===== src/rtl/jtag_pkg.sv =====
// Shared JTAG definitions: TAP state encoding, command opcodes, TAP next-state function.
package jtag_pkg;

    localparam logic [3:0] TEST_LOGIC_RESET = 4'd15;
    localparam logic [3:0] RUN_TEST_IDLE    = 4'd12;
    localparam logic [3:0] SELECT_DR_SCAN   = 4'd7;
    localparam logic [3:0] CAPTURE_DR       = 4'd6;
    localparam logic [3:0] SHIFT_DR         = 4'd2;
    localparam logic [3:0] EXIT1_DR         = 4'd1;
    localparam logic [3:0] PAUSE_DR         = 4'd3;
    localparam logic [3:0] EXIT2_DR         = 4'd0;
    localparam logic [3:0] UPDATE_DR        = 4'd5;
    localparam logic [3:0] SELECT_IR_SCAN   = 4'd4;
    localparam logic [3:0] CAPTURE_IR       = 4'd14;
    localparam logic [3:0] SHIFT_IR         = 4'd10;
    localparam logic [3:0] EXIT1_IR         = 4'd9;
    localparam logic [3:0] PAUSE_IR         = 4'd11;
    localparam logic [3:0] EXIT2_IR         = 4'd8;
    localparam logic [3:0] UPDATE_IR        = 4'd13;

    localparam logic [1:0] OP_TAP_RESET = 2'd0;
    localparam logic [1:0] OP_IDLE      = 2'd1;
    localparam logic [1:0] OP_SHIFT_IR  = 2'd2;
    localparam logic [1:0] OP_SHIFT_DR  = 2'd3;

    typedef enum logic [2:0] {
        RST_EXIT,
        READY,
        PRE,
        SHIFT,
        POST,
        IDLE_RUN,
        TLR_SEQ
    } drv_state_e;

    // Standard IEEE 1149.1 TAP controller transition
    function automatic logic [3:0] tap_next(input logic [3:0] state, input logic tms);
        logic [3:0] nxt;
        case (state)
            TEST_LOGIC_RESET: nxt = tms ? TEST_LOGIC_RESET : RUN_TEST_IDLE;
            RUN_TEST_IDLE:    nxt = tms ? SELECT_DR_SCAN   : RUN_TEST_IDLE;
            SELECT_DR_SCAN:   nxt = tms ? SELECT_IR_SCAN   : CAPTURE_DR;
            CAPTURE_DR:       nxt = tms ? EXIT1_DR         : SHIFT_DR;
            SHIFT_DR:         nxt = tms ? EXIT1_DR         : SHIFT_DR;
            EXIT1_DR:         nxt = tms ? UPDATE_DR        : PAUSE_DR;
            PAUSE_DR:         nxt = tms ? EXIT2_DR         : PAUSE_DR;
            EXIT2_DR:         nxt = tms ? UPDATE_DR        : SHIFT_DR;
            UPDATE_DR:        nxt = tms ? SELECT_DR_SCAN   : RUN_TEST_IDLE;
            SELECT_IR_SCAN:   nxt = tms ? TEST_LOGIC_RESET : CAPTURE_IR;
            CAPTURE_IR:       nxt = tms ? EXIT1_IR         : SHIFT_IR;
            SHIFT_IR:         nxt = tms ? EXIT1_IR         : SHIFT_IR;
            EXIT1_IR:         nxt = tms ? UPDATE_IR        : PAUSE_IR;
            PAUSE_IR:         nxt = tms ? EXIT2_IR         : PAUSE_IR;
            EXIT2_IR:         nxt = tms ? UPDATE_IR        : SHIFT_IR;
            UPDATE_IR:        nxt = tms ? SELECT_DR_SCAN   : RUN_TEST_IDLE;
            default:          nxt = TEST_LOGIC_RESET;
        endcase
        return nxt;
    endfunction

endpackage


===== src/rtl/jtag_host_driver_mirror.sv =====
// Registered copy of the target TAP state, advanced by the driven TMS every clock.
module jtag_tap_mirror
    import jtag_pkg::*;
(
    input  logic       CLK,
    input  logic       RESET,
    input  logic       tms,
    output logic [3:0] tap_state
);

    // Follow the target TAP; reset puts both in TEST_LOGIC_RESET
    always_ff @(posedge CLK or posedge RESET) begin
        if (RESET) begin
            tap_state <= TEST_LOGIC_RESET;
        end else begin
            tap_state <= tap_next(tap_state, tms);
        end
    end

endmodule


===== src/rtl/jtag_host_driver.sv =====
// Host-side JTAG driver: turns reset/idle/IR/DR commands into cycle-exact TMS/TDI and
// returns the captured TDO bits.
module jtag_host_driver
    import jtag_pkg::*;
#(
    parameter int unsigned MAX_LEN = 32,
    parameter int unsigned LEN_W   = $clog2(MAX_LEN + 1)
) (
    input  logic               CLK,
    input  logic               RESET,
    input  logic               cmd_valid,
    output logic               cmd_ready,
    input  logic [1:0]         cmd_op,
    input  logic [LEN_W-1:0]   cmd_len,
    input  logic [MAX_LEN-1:0] cmd_data,
    output logic               rsp_valid,
    output logic [MAX_LEN-1:0] rsp_data,
    output logic               tms,
    output logic               tdi,
    input  logic               tdo,
    output logic [3:0]         tap_state
);

    localparam logic [LEN_W-1:0] MAX_LEN_W = LEN_W'(MAX_LEN);

    drv_state_e         state_q;
    logic [2:0]         step_q;
    logic [LEN_W-1:0]   bitcnt_q;
    logic [LEN_W-1:0]   len_q;
    logic               is_ir_q;
    logic [MAX_LEN-1:0] data_q;
    logic [MAX_LEN-1:0] cap_q;
    logic [MAX_LEN-1:0] mask_q;
    logic [LEN_W-1:0]   shift_len;
    logic [2:0]         pre_last;

    // Shift length clamped to 1..MAX_LEN
    always_comb begin
        shift_len = cmd_len;
        if (cmd_len == '0) begin
            shift_len = LEN_W'(1);
        end else if (cmd_len > MAX_LEN_W) begin
            shift_len = MAX_LEN_W;
        end
    end

    // IR needs one extra SELECT step before CAPTURE
    assign pre_last = is_ir_q ? 3'd3 : 3'd2;

    // Command sequencer: tms/tdi are set one cycle ahead of the mirror's transition
    always_ff @(posedge CLK or posedge RESET) begin
        if (RESET) begin
            state_q   <= RST_EXIT;
            step_q    <= '0;
            bitcnt_q  <= '0;
            len_q     <= '0;
            is_ir_q   <= 1'b0;
            data_q    <= '0;
            cap_q     <= '0;
            mask_q    <= '0;
            tms       <= 1'b1;
            tdi       <= 1'b0;
            cmd_ready <= 1'b0;
            rsp_valid <= 1'b0;
            rsp_data  <= '0;
        end else begin
            rsp_valid <= 1'b0;
            case (state_q)
                RST_EXIT: begin
                    if (step_q == 3'd0) begin
                        tms    <= 1'b0;
                        step_q <= 3'd1;
                    end else begin
                        state_q   <= READY;
                        step_q    <= 3'd0;
                        cmd_ready <= 1'b1;
                    end
                end
                READY: begin
                    tms <= 1'b0;
                    tdi <= 1'b0;
                    if (cmd_valid) begin
                        cap_q   <= '0;
                        mask_q  <= {{(MAX_LEN - 1){1'b0}}, 1'b1};
                        data_q  <= cmd_data;
                        is_ir_q <= (cmd_op == OP_SHIFT_IR);
                        case (cmd_op)
                            OP_TAP_RESET: begin
                                cmd_ready <= 1'b0;
                                state_q   <= TLR_SEQ;
                                step_q    <= 3'd1;
                                tms       <= 1'b1;
                            end
                            OP_IDLE: begin
                                if (cmd_len == '0) begin
                                    rsp_valid <= 1'b1;
                                    rsp_data  <= '0;
                                end else begin
                                    cmd_ready <= 1'b0;
                                    state_q   <= IDLE_RUN;
                                    bitcnt_q  <= cmd_len;
                                end
                            end
                            default: begin
                                cmd_ready <= 1'b0;
                                state_q   <= PRE;
                                step_q    <= 3'd0;
                                len_q     <= shift_len;
                                tms       <= 1'b1;
                            end
                        endcase
                    end
                end
                TLR_SEQ: begin
                    if (step_q == 3'd6) begin
                        state_q   <= READY;
                        cmd_ready <= 1'b1;
                        rsp_valid <= 1'b1;
                        rsp_data  <= cap_q;
                        tms       <= 1'b0;
                    end else begin
                        step_q <= step_q + 3'd1;
                        tms    <= (step_q != 3'd5);
                    end
                end
                IDLE_RUN: begin
                    if (bitcnt_q == LEN_W'(1)) begin
                        state_q   <= READY;
                        cmd_ready <= 1'b1;
                        rsp_valid <= 1'b1;
                        rsp_data  <= cap_q;
                    end else begin
                        bitcnt_q <= bitcnt_q - LEN_W'(1);
                    end
                end
                PRE: begin
                    if (step_q == pre_last) begin
                        state_q  <= SHIFT;
                        bitcnt_q <= '0;
                        tms      <= (len_q == LEN_W'(1));
                        tdi      <= data_q[0];
                        data_q   <= data_q >> 1;
                    end else begin
                        step_q <= step_q + 3'd1;
                        tms    <= is_ir_q && (step_q == 3'd0);
                    end
                end
                SHIFT: begin
                    if (tdo) begin
                        cap_q <= cap_q | mask_q;
                    end
                    mask_q <= mask_q << 1;
                    if (bitcnt_q == len_q - LEN_W'(1)) begin
                        state_q <= POST;
                        step_q  <= 3'd0;
                        tms     <= 1'b1;
                        tdi     <= 1'b0;
                    end else begin
                        bitcnt_q <= bitcnt_q + LEN_W'(1);
                        tdi      <= data_q[0];
                        data_q   <= data_q >> 1;
                        tms      <= ((bitcnt_q + LEN_W'(2)) == len_q);
                    end
                end
                POST: begin
                    if (step_q == 3'd0) begin
                        step_q <= 3'd1;
                        tms    <= 1'b0;
                    end else begin
                        state_q   <= READY;
                        cmd_ready <= 1'b1;
                        rsp_valid <= 1'b1;
                        rsp_data  <= cap_q;
                        tms       <= 1'b0;
                    end
                end
                default: begin
                    state_q <= RST_EXIT;
                    step_q  <= 3'd0;
                end
            endcase
        end
    end

    jtag_tap_mirror u_mirror (
        .CLK       (CLK),
        .RESET     (RESET),
        .tms       (tms),
        .tap_state (tap_state)
    );

endmodule


===== config.mk =====
export PLATFORM = sky130hd
export DESIGN_NAME = jtag_host_driver
export DESIGN_NICKNAME = d
export VERILOG_FILES = /design/src/rtl/jtag_pkg.sv /design/src/rtl/jtag_host_driver_mirror.sv /design/src/rtl/jtag_host_driver.sv
export SDC_FILE = /design/constraint.sdc
export NUM_CORES = 1
export LEC_CHECK = 0
export CAP_MARGIN = 20
export CORE_AREA = 3 3 109 132
export DETAILED_ROUTE_END_ITERATION = 10
export DIE_AREA = 0 0 112 135
export PLACE_DENSITY = 0.88
export SETUP_SLACK_MARGIN = 0.3
export SLEW_MARGIN = 40
export SYNTH_ARGS = -nofsm -noshare
export SYNTH_HDL_FRONTEND = slang
export SYNTH_HIERARCHICAL = 1
export SYNTH_SLANG_ARGS = --single-unit

===== constraint.sdc =====
create_clock -name CLK -period 8.26 [get_ports CLK]
set_input_delay 1.652 -clock CLK [delete_from_list [all_inputs] [get_ports CLK]]
set_output_delay 1.652 -clock CLK [all_outputs]
set_load 0.05 [all_outputs]

==> run summary <==
H-tree depth = 4
Initial antenna violation count = 0
Clk buf depth = 2
Clk Latency, worst-skew pair = 420 ps
Routed vias = 5676
Final hold vios = 0
Full die area = 15100 sq um
Yosys warns = 6
TritonCTS clock tree = built
Num rows = 46
Pre-Repair DR Iteration Count = 5
Synth Area in Compound Gates = 12.4%
Critical Path RT = 8610 ps
Clock Sinks = 155
Gr ovfl total = 0
All-layer global routing usage = 21.6%
Final period util = 45.3%
R2r worst-path depth = 8
Layout cells sized above 1 = 15.1%
Power Density = 350 nW/um^2
Final setup viols = 0
Avg Inst Size Synth = 10.1 sq um
# placed instances = 959
Type of destination of the critical path = register
Status = finished clean
MaxCap Viol Count = 0
Area growth, synth to finish = 19.4%
Area leader, netlist = dfrtp_1
WP data arrival = 4090 ps
Die X-Extent = 112 um
Register area share after synthesis = 51.3%
Synth Area in Simple Gates = 16.8%
Final Non-Filler Cells = 991
Initial DRC Count = 390
IO buf count = 83
Worst hold path depth = 2
Slew Limit Fails = 0
Peak VDD IR = 179 uV
Via density = 5.73
Residual DRC count = 0
Initial Utilization = 57.5%
FFs w/ async S/R, synth = 100%
Post-Syn Nets = 807
Cell Area, Synth = 7580 sq um
Number of synthesized flops with an enable pin = 0
Mux cell area share after synthesis = 11.6%
Adder-Cell Fraction of Synth Area = 1.98%
Core Footprint = 13200 sq um
Cell variety after synth = 65
Dpl hpwl = 10100 um
Clock slew at the register clock pins of the worst setup and hold paths = 60 ps
Post-synth top area share = 49.5%
Worst hold path class = reg -> reg
Worst setup SP type = primary input
Dpl cell area = 8420 sq um
Post-CTS Setup Bufs = 0
Vias in the first global route = 5539
Final WL = 15800 um
# IOs = 84
Most frequent cells in the layout = 154 x nand2_1, 148 x dfrtp_1, 83 x clkdlybuf4s50_1, 53 x o21ai_0, 48 x nor2_1
Commonest non-fill, non-tap cell in the layout = nand2_1
Least-Margin Pin Slew = 642 ps
Main synth FF type = dfrtp_1
Detail Route Antenna Nets = 0
CTS buffer count = 17
Max transition margin = 57.2%
Clk root buf = clkbuf_16
Largest family of logic cells by synthesized area = simple AND/OR/NAND/NOR gates
Fin Setup TNS = 0 ps
Synth area leaders = dfrtp_1 50%, nand2_1 7.6%, mux2_4 5.7%
Cell count after synthesis = 751
Crit Path Category = in -> reg
Final instance area = 9050 sq um
Die H = 135 um
CTS resizes = 0
Min Tclk post-route = 3740 ps
Leakage = 4.12 nW
GPL Wtd Cong = 0.893
Largest net degree at the start of global routing = 92
Hold_buf cts = 0
Max FO, Critical Path = 33
First-pass GRT wire length = 26700 um
N_diodes = 0
Post-Synth XOR/XNOR Area = 1.83%
Wire per inst = 16.0 um
Clock Skew = 10.8 ps
Nets@finish = 867
RSZ-0062 raised after global routing = false
Max Fclk = 268 MHz
Yosys reg bits = 155
-- through the flow --
step                      total power [mW]  hold slack [ps]  util [%]  setup WS (ps)
after floorplan                       2.14              461         -           2540
after global placement                2.34              450      63.8           4160
after detailed placement              2.38              455      63.9           4120
after CTS                             3.18              469      68.5           4520
after global routing                  3.35              483      68.7           4360
final                                 3.17              465      68.7           4520
-- flip-flops by register name, summed over array words and instances (netlist names), 3 cells and up --
| name | cells |
|---|---|
| cap_q | 32 |
| data_q | 32 |
| mask_q | 32 |
| rsp_data | 32 |
| bitcnt_q | 6 |
| len_q | 6 |
| u_mirror/tap_state | 4 |
| state_q | 3 |
| step_q | 3 |
-- critical path: stages --
cell             delay, ps
clkdlybuf4s50_1        440
or4_4                  580
nor4_2                 260
o211ai_1               120
buf_4                  270
inv_2                  470
nand3_1                150
nand2_1                110
-- power by group --
part | switching [mW] | internal, mW | total, mW | leakage [nW]
clock network | 0.309 | 0.485 | 0.794 | 0.290
logic | 0.648 | 0.561 | 1.21 | 1.79
registers | 0.221 | 0.944 | 1.16 | 2.04
total | 1.18 | 1.99 | 3.17 | 4.12
-- final timing paths --
| check | end | slack [ps] | startpoint |
|---|---|---|---|
| setup / recovery | rsp_data[9] | 4520 | cmd_len[1] |
| hold / removal | rsp_data[14] | 460 | rsp_data[14] |
| setup reg to reg | rsp_data[9] | 5300 | state_q[2] |
| hold reg to reg | rsp_data[14] | 460 | rsp_data[14] |
| max in group asynchronous | mask_q[30] | 5480 | RESET |
| min in group asynchronous | rsp_data[22] | 1750 | RESET |
-- cell usage after synthesis, types with 4 or more instances --
cell,instances
dfrtp_1,150
xor2_1,8
and2_1,4
mux2_2,34
o21ai_0,53
inv_1,14
xnor2_1,6
o21a_1,5
nor2b_1,4
mux2i_1,5
nand3_1,47
ha_1,12
buf_2,11
nor2_1,48
clkbuf_1,31
nand2b_1,8
dfstp_2,5
a21oi_1,44
nand2_1,154
mux2_4,29
a22o_1,5
o211ai_1,5
nand3b_1,5
nand4_1,4
-- cell type report --
type	count	area, sq um
clock buffers	19	443
clock inverters	12	163
repair buffers	89	888
well taps	168	210
inverters	15	63.8
multi-input cells	533	3390
fillers	938	4130
flip-flops and latches	155	3890
-- per-layer routing --
layer / GRT usage [%] / share of wire (%)
met5: 0 / 0
met3: 5.11 / 5.6
met2: 36.5 / 50
met4: 6.35 / 1.6
met1: 28.1 / 43
-- cell families (layout without fill, tap and decap cells) --
logic type	Yosys count	count (layout)
and+or+nand+nor	288	288
buffers and inverters	63	135
DFF	155	155
adders and majority gates	12	12
AOI/OAI and AO/OA	149	149
muxes	69	69
xor gates and xnor gates	15	15
No activity file was read; power rests on OpenSTA's default activity.
